===== config.mk =====
export PLATFORM = sky130hd
export DESIGN_NAME = seg7_readback_monitor
export DESIGN_NICKNAME = d
export VERILOG_FILES = /design/src/rtl/seg7_readback_monitor.sv
export SDC_FILE = /design/constraint.sdc
export NUM_CORES = 1
export LEC_CHECK = 0
export ABC_AREA = 0
export CAP_MARGIN = 0
export CORE_ASPECT_RATIO = 0.7
export CORE_UTILIZATION = 51
export DETAILED_ROUTE_END_ITERATION = 8
export PLACE_DENSITY = 0.87
export SLEW_MARGIN = 20
export SYNTH_ARGS = -nofsm -noshare
export SYNTH_HDL_FRONTEND = slang
export SYNTH_SLANG_ARGS = --single-unit

===== constraint.sdc =====
create_clock -name clk -period 2.4 [get_ports clk]
set_input_delay 0.48 -clock clk [delete_from_list [all_inputs] [get_ports clk]]
set_output_delay 0.48 -clock clk [all_outputs]
set_load 0.05 [all_outputs]

===== src/rtl/seg7_readback_monitor.sv =====
// Receive-side checker for a two-digit active-low 7-segment bus driven by a 0-99 counter.
// Debounces sampled patterns, decodes them to BCD and flags non-incrementing steps.
module seg7_readback_monitor #(
  parameter int STABLE_N = 4,
  parameter int CNT_W    = 8
) (
  input  logic             clk,
  input  logic             reset,
  input  logic             sample_en,
  input  logic [6:0]       seg7_units,
  input  logic [6:0]       seg7_tens,
  output logic [3:0]       bcd_units,
  output logic [3:0]       bcd_tens,
  output logic             value_valid,
  output logic             change_pulse,
  output logic             step_error,
  output logic             invalid_pattern,
  output logic [CNT_W-1:0] err_count
);

  localparam logic [1:0] S_EMPTY  = 2'd0;
  localparam logic [1:0] S_SETTLE = 2'd1;
  localparam logic [1:0] S_LOCKED = 2'd2;

  localparam logic [3:0] STABLE_MAX = 4'(STABLE_N);

  // Returns {legal, digit}; anything outside the ten digit shapes is illegal.
  function automatic logic [4:0] decode(input logic [6:0] seg);
    case (seg)
      7'b1000000: return {1'b1, 4'd0};
      7'b1111001: return {1'b1, 4'd1};
      7'b0100100: return {1'b1, 4'd2};
      7'b0110000: return {1'b1, 4'd3};
      7'b0011001: return {1'b1, 4'd4};
      7'b0010010: return {1'b1, 4'd5};
      7'b0000010: return {1'b1, 4'd6};
      7'b1111000: return {1'b1, 4'd7};
      7'b0000000: return {1'b1, 4'd8};
      7'b0010000: return {1'b1, 4'd9};
      default:    return 5'd0;
    endcase
  endfunction

  // Two-digit BCD increment with 99 -> 00 wrap, result as {tens, units}.
  function automatic logic [7:0] bcd_inc(input logic [3:0] tens, input logic [3:0] units);
    if (units == 4'd9) begin
      if (tens == 4'd9) return 8'h00;
      return {tens + 4'd1, 4'd0};
    end
    return {tens, units + 4'd1};
  endfunction

  function automatic logic [CNT_W-1:0] sat_inc(input logic [CNT_W-1:0] val);
    if (&val) return val;
    return val + 1'b1;
  endfunction

  logic [1:0]  state;
  logic [13:0] last_raw;
  logic [13:0] committed_raw;
  logic [3:0]  stab_cnt;
  logic        primed;

  logic [13:0] raw;
  logic [3:0]  cnt_next;
  logic        stable;
  logic        commit;
  logic        settle_back;
  logic [4:0]  dec_units;
  logic [4:0]  dec_tens;
  logic        legal;
  logic [7:0]  new_bcd;
  logic        step_bad;

  always_comb begin
    raw = {seg7_tens, seg7_units};
    if (raw != last_raw)
      cnt_next = 4'd1;
    else if (stab_cnt >= STABLE_MAX)
      cnt_next = STABLE_MAX;
    else
      cnt_next = stab_cnt + 4'd1;
    stable      = (cnt_next == STABLE_MAX);
    // primed distinguishes "nothing committed yet" so an all-zero raw word can still commit first.
    commit      = sample_en && stable && (!primed || raw != committed_raw);
    settle_back = primed && stable && (raw == committed_raw);
    dec_units   = decode(seg7_units);
    dec_tens    = decode(seg7_tens);
    legal       = dec_units[4] && dec_tens[4];
    new_bcd     = {dec_tens[3:0], dec_units[3:0]};
    step_bad    = value_valid && (new_bcd != bcd_inc(bcd_tens, bcd_units)) && (new_bcd != 8'h00);
  end

  always_ff @(posedge clk or posedge reset) begin
    if (reset) begin
      state           <= S_EMPTY;
      last_raw        <= '0;
      committed_raw   <= '0;
      stab_cnt        <= '0;
      primed          <= 1'b0;
      bcd_units       <= '0;
      bcd_tens        <= '0;
      value_valid     <= 1'b0;
      change_pulse    <= 1'b0;
      step_error      <= 1'b0;
      invalid_pattern <= 1'b0;
      err_count       <= '0;
    end else begin
      change_pulse    <= 1'b0;
      step_error      <= 1'b0;
      invalid_pattern <= 1'b0;
      if (sample_en) begin
        last_raw <= raw;
        stab_cnt <= cnt_next;
        case (state)
          S_EMPTY:  state <= S_SETTLE;
          S_SETTLE: if (commit || settle_back) state <= S_LOCKED;
          S_LOCKED: if (raw != committed_raw) state <= S_SETTLE;
          default:  state <= S_EMPTY;
        endcase
        if (commit) begin
          committed_raw <= raw;
          primed        <= 1'b1;
          if (legal) begin
            bcd_units    <= dec_units[3:0];
            bcd_tens     <= dec_tens[3:0];
            value_valid  <= 1'b1;
            change_pulse <= 1'b1;
            step_error   <= step_bad;
            if (step_bad) err_count <= sat_inc(err_count);
          end else begin
            value_valid     <= 1'b0;
            invalid_pattern <= 1'b1;
            err_count       <= sat_inc(err_count);
          end
        end
      end
    end
  end

endmodule


==> impl_metrics.xml <==
<?xml version="1.0" encoding="UTF-8"?>
<metrics>
  <group name="synthesis">
    <metric name="synthesized_area_per_cell" unit="µm²">10.2</metric>
    <metric name="ys_dominant_reg_cell" unit="">dfrtp_1</metric>
    <metric name="synthCells" unit="">326</metric>
    <metric name="edff_count_synth" unit="">0</metric>
    <metric name="ys_async_sr_fraction" unit="">1.00</metric>
    <metric name="yosysSeqAreaShare" unit="">0.399</metric>
    <metric name="synth-seq-cells" unit="">53</metric>
    <metric name="synthDistinctLibCells" unit="">61</metric>
    <metric name="synthesis.nets" unit="">345</metric>
    <metric name="synthesis.yosys.warnings" unit="">0</metric>
    <metric name="netlist_area" unit="µm²">3320</metric>
  </group>
  <group name="global_route">
    <metric name="grt_pass1_vias" unit="">3142</metric>
    <metric name="global_route.usage.total" unit="">0.290</metric>
    <metric name="pin_count_of_the_biggest_net_entering_global_routing" unit="">54</metric>
    <metric name="antenna_found_initial" unit="">0</metric>
    <metric name="grt_pass1_wl" unit="µm">15500</metric>
    <metric name="grt_overflow_total" unit="">0</metric>
  </group>
  <group name="timing">
    <metric name="grt_setup_unrepaired" unit="">true</metric>
    <metric name="timing.max_slew.rel_slack" unit="">0.630</metric>
    <metric name="fin_crit_sh" unit="">1.07</metric>
    <metric name="final_max_slew_viol_count" unit="">0</metric>
    <metric name="fin_skew" unit="ns">0.0115</metric>
    <metric name="setup_viol_count_final" unit="">19</metric>
    <metric name="fmaxAchievable" unit="GHz">0.390</metric>
    <metric name="hold_vio_cnt_final" unit="">0</metric>
    <metric name="final.hold.worst_slack" unit="ns">0.514</metric>
    <metric name="period_minus_slack" unit="ns">2.56</metric>
    <metric name="setup_total_negative_slack" unit="ns">-0.910</metric>
    <metric name="setup_ws" unit="ns">-0.162</metric>
    <metric name="tightestPinTransition" unit="ns">0.553</metric>
  </group>
  <group name="clocking">
    <metric name="ctsLongestPathBuffers" unit="">2</metric>
    <metric name="cts_max_level" unit="">2</metric>
    <metric name="clockRootBuffer" unit="">clkbuf_8</metric>
    <metric name="tritoncts" unit="">built</metric>
    <metric name="sink_count" unit="">53</metric>
    <metric name="clk_latency" unit="ns">0.31</metric>
    <metric name="clk_pin_slew_worst_paths" unit="ns">0.09</metric>
    <metric name="cts_buffers" unit="">5</metric>
  </group>
  <group name="placed_design">
    <metric name="portBuffers" unit="">36</metric>
    <metric name="placement.cell_area" unit="µm²">4180</metric>
    <metric name="dp.final_hpwl" unit="µm">6240</metric>
    <metric name="finalWeightedCongestion" unit="">0.830</metric>
    <metric name="dp_worst_setup_slack" unit="ns">-0.808</metric>
  </group>
  <group name="detailed_routing">
    <metric name="route.antenna.remaining_nets" unit="">0</metric>
    <metric name="dr_total_vias" unit="">3111</metric>
    <metric name="first_pass_iters" unit="">7</metric>
    <metric name="drt-wirelength-per-cell" unit="µm">20.2</metric>
    <metric name="drt_wl_total" unit="µm">10100</metric>
    <metric name="drt-vias-per-instance" unit="">6.22</metric>
    <metric name="detail_route.drc_violations" unit="">2</metric>
    <metric name="drc_marker_count_from_the_first_detailed_route_iteration" unit="">276</metric>
  </group>
  <group name="layout">
    <metric name="multi_input_area" unit="µm²">2170</metric>
    <metric name="post_route_cells_drive_above_1_share" unit="">0.391</metric>
    <metric name="antenna_cells" unit="">0</metric>
    <metric name="design.final.nets" unit="">442</metric>
    <metric name="synthToLayoutAreaGrowth" unit="%">40.9</metric>
    <metric name="postLayoutCellArea" unit="µm²">4680</metric>
    <metric name="sequential_cell_area" unit="µm²">1330</metric>
    <metric name="num-fill-cells" unit="">424</metric>
  </group>
  <group name="setup_path">
    <metric name="worstSetupPathDepth" unit="">9</metric>
    <metric name="crit_top_cell" unit="">or4_4</metric>
    <metric name="endpoint" unit="">err_count[1]$_DFFE_PP0P_</metric>
    <metric name="endpoint_kind" unit="">flip-flop</metric>
    <metric name="worst_setup_path_start_kind" unit="">input pin</metric>
    <metric name="worst_path_dominant_cell_family" unit="">simple AND/OR/NAND/NOR gates</metric>
    <metric name="reg2regPathDepth" unit="">8</metric>
    <metric name="rr_endpoint" unit="">err_count[1]$_DFFE_PP0P_</metric>
    <metric name="worstPathMaxFanout" unit="">8</metric>
    <metric name="crit_path_category" unit="">input pin to flip-flop</metric>
    <metric name="worst-path-buf-inv" unit="">2</metric>
    <metric name="crit_path_required_time" unit="ns">2.59</metric>
    <metric name="r2r_setup_slack" unit="ns">-0.08</metric>
    <metric name="worst_ep_arrival_time" unit="ns">2.75</metric>
    <metric name="critical-path-slowest-cell" unit="">or4_4</metric>
    <metric name="worst_r2r_startpoint" unit="">bcd_units[2]$_DFFE_PP0P_</metric>
    <metric name="timing.critical_path.slowest_cell_delay" unit="ns">0.59</metric>
    <metric name="path_cells" unit="">buf_6 -&gt; or4_4 -&gt; nor4b_4 -&gt; buf_4 -&gt; nor4_2 -&gt; or4_4 -&gt; a21oi_4 -&gt; a31oi_4 -&gt; mux2_4</metric>
    <metric name="critPathLaunch" unit="">seg7_units[2]</metric>
  </group>
  <group name="die">
    <metric name="start_util" unit="">0.532</metric>
    <metric name="die_x" unit="µm">98.5</metric>
    <metric name="io_pins" unit="">37</metric>
    <metric name="floorplan.core_area" unit="µm²">6250</metric>
    <metric name="die_y" unit="µm">69.5</metric>
    <metric name="dieArea" unit="µm²">6850</metric>
    <metric name="rows" unit="">24</metric>
  </group>
  <group name="pwr">
    <metric name="power_per_cell_area" unit="nW/µm²">384</metric>
    <metric name="total_power" unit="mW">1.80</metric>
    <metric name="power.leakage" unit="nW">2.02</metric>
    <metric name="vdd.ir_drop.worst" unit="µV">271</metric>
  </group>
  <group name="hold_path">
    <metric name="worst_hold_path_type" unit="">flip-flop to flip-flop</metric>
  </group>
  <group name="outcome">
    <metric name="run_status" unit="">complete, but fails checks</metric>
    <metric name="failing_checks" unit="">DRC, setup timing</metric>
  </group>
  <group name="run">
    <metric name="number_of_violations_of_the_max_capacitance_limit" unit="">0</metric>
  </group>
</metrics>
==> cell families after synthesis <==
| logic type | share of synthesized area |
|---|---|
| AND/OR/NAND/NOR | 0.227 |
| buffers and inverters | 0.0471 |
| multiplexers | 0.102 |
| adder cells (fa/ha/maj) | 0.00753 |
| flip-flops | 0.399 |
| XOR/XNOR | 0.121 |
| AO/OA/AOI/OAI | 0.0956 |
==> synth_stat cells (3+ instances only) <==
library cell | instances | share of area
mux2_1 | 14 | 0.047
nor3_1 | 7 | 0.011
inv_1 | 6 | 0.0068
nor2b_1 | 7 | 0.013
xnor2_1 | 44 | 0.12
and3_1 | 5 | 0.0094
nand2b_1 | 4 | 0.0075
a21oi_1 | 4 | 0.0060
o21ai_1 | 8 | 0.012
nor2_1 | 7 | 0.0079
dfrtp_1 | 53 | 0.40
buf_2 | 3 | 0.0045
or3_1 | 3 | 0.0056
nand2_1 | 23 | 0.026
buf_4 | 4 | 0.0090
nand3_1 | 12 | 0.018
clkbuf_1 | 14 | 0.016
nor4_1 | 9 | 0.017
and3b_1 | 5 | 0.013
nand4_1 | 17 | 0.032
o21ai_0 | 8 | 0.012
mux2_2 | 14 | 0.047
nor3b_1 | 4 | 0.0090
==> layout make-up <==
type                       count  area share
clock inverter                 1     0.00107
multi-input combinational    244       0.464
timing repair buffer         113       0.210
inverter                       6     0.00481
tap                           78      0.0209
sequential                    53       0.284
clock buffer                   5      0.0147
==> power by group <==
part | internal, mW | total (mW) | switching [mW] | leakage, nW
Sequential | 0.916 | 0.942 | 0.0260 | 0.700
Clock | 0.193 | 0.484 | 0.291 | 0.0399
Combinational | 0.184 | 0.370 | 0.186 | 1.28
Total | 1.29 | 1.80 | 0.503 | 2.02
==> through the flow <==
stage / util / cells
2_1_floorplan: - / 326
3_3_place_gp: 0.669 / 477
3_5_place_dp: 0.669 / 477
4_1_cts: 0.726 / 500
5_1_grt: 0.749 / 500
6_report: 0.749 / 500
==> placed cells by master (no fill, tap or decap), types with 6 or more instances in the layout <==
cell type	n
xnor2_1	31
clkdlybuf4s50_1	21
mux2_1	14
dfrtp_1	51
nand4_1	17
o21ai_1	8
xnor2_2	10
nand3_1	11
nand2_1	19
nor2_1	6
nor2b_1	6
buf_4	60
buf_6	18
mux2_2	14
==> registers in the layout (all words and copies together) (netlist names) <==
register and flops:
committed_raw 14, last_raw 14, err_count 8, bcd_tens 4, bcd_units 4, stab_cnt 4, change_pulse 1, invalid_pattern 1
primed 1, step_error 1, value_valid 1
==> what timing repair did <==
| action | 4_1_cts | 5_1_grt |
|---|---|---|
| pin swaps | 19 | 25 |
| gates resized for setup | 69 | 37 |
| buffers inserted | 16 | 2 |
| endpoints found under the hold margin | 0 | 0 |
| gates cloned | 1 | 0 |
| hold buffers | 0 | 0 |
| setup endpoints to repair | 34 | 34 |
==> layer usage <==
layer | wire (µm) | GRT usage
met5 | 0 | 0
met1 | 4210 | 0.392
met2 | 5030 | 0.484
met4 | 328 | 0.0978
met3 | 539 | 0.0403
==> worst min-delay path by stage <==
stage                                        startpoint                            end  cells after the start  slack (ns)
after detailed placement       err_count[5]$_DFFE_PP0P_       err_count[5]$_DFFE_PP0P_                      1        0.48
after global routing      committed_raw[12]$_DFFE_PP0P_  committed_raw[12]$_DFFE_PP0P_                      1        0.55
after floorplan                      primed$_DFFE_PP0P_             primed$_DFFE_PP0P_                      1        0.46
after CTS                      err_count[5]$_DFFE_PP0P_       err_count[5]$_DFFE_PP0P_                      1        0.50
after global placement         err_count[5]$_DFFE_PP0P_       err_count[5]$_DFFE_PP0P_                      1        0.48
final                          err_count[5]$_DFFE_PP0P_       err_count[5]$_DFFE_PP0P_                      1        0.51
==> worst reg2reg max path, stage by stage, from the launching register on <==
cell and delay [ns]:
dfrtp_2 0.40, and4bb_2 0.35, buf_4 0.15, nand3_1 0.10, xnor2_1 0.29, xnor2_2 0.12, nor4_4 0.41, a31oi_4 0.21
mux2_4 0.34
No activity file was read; power rests on OpenSTA's default activity.
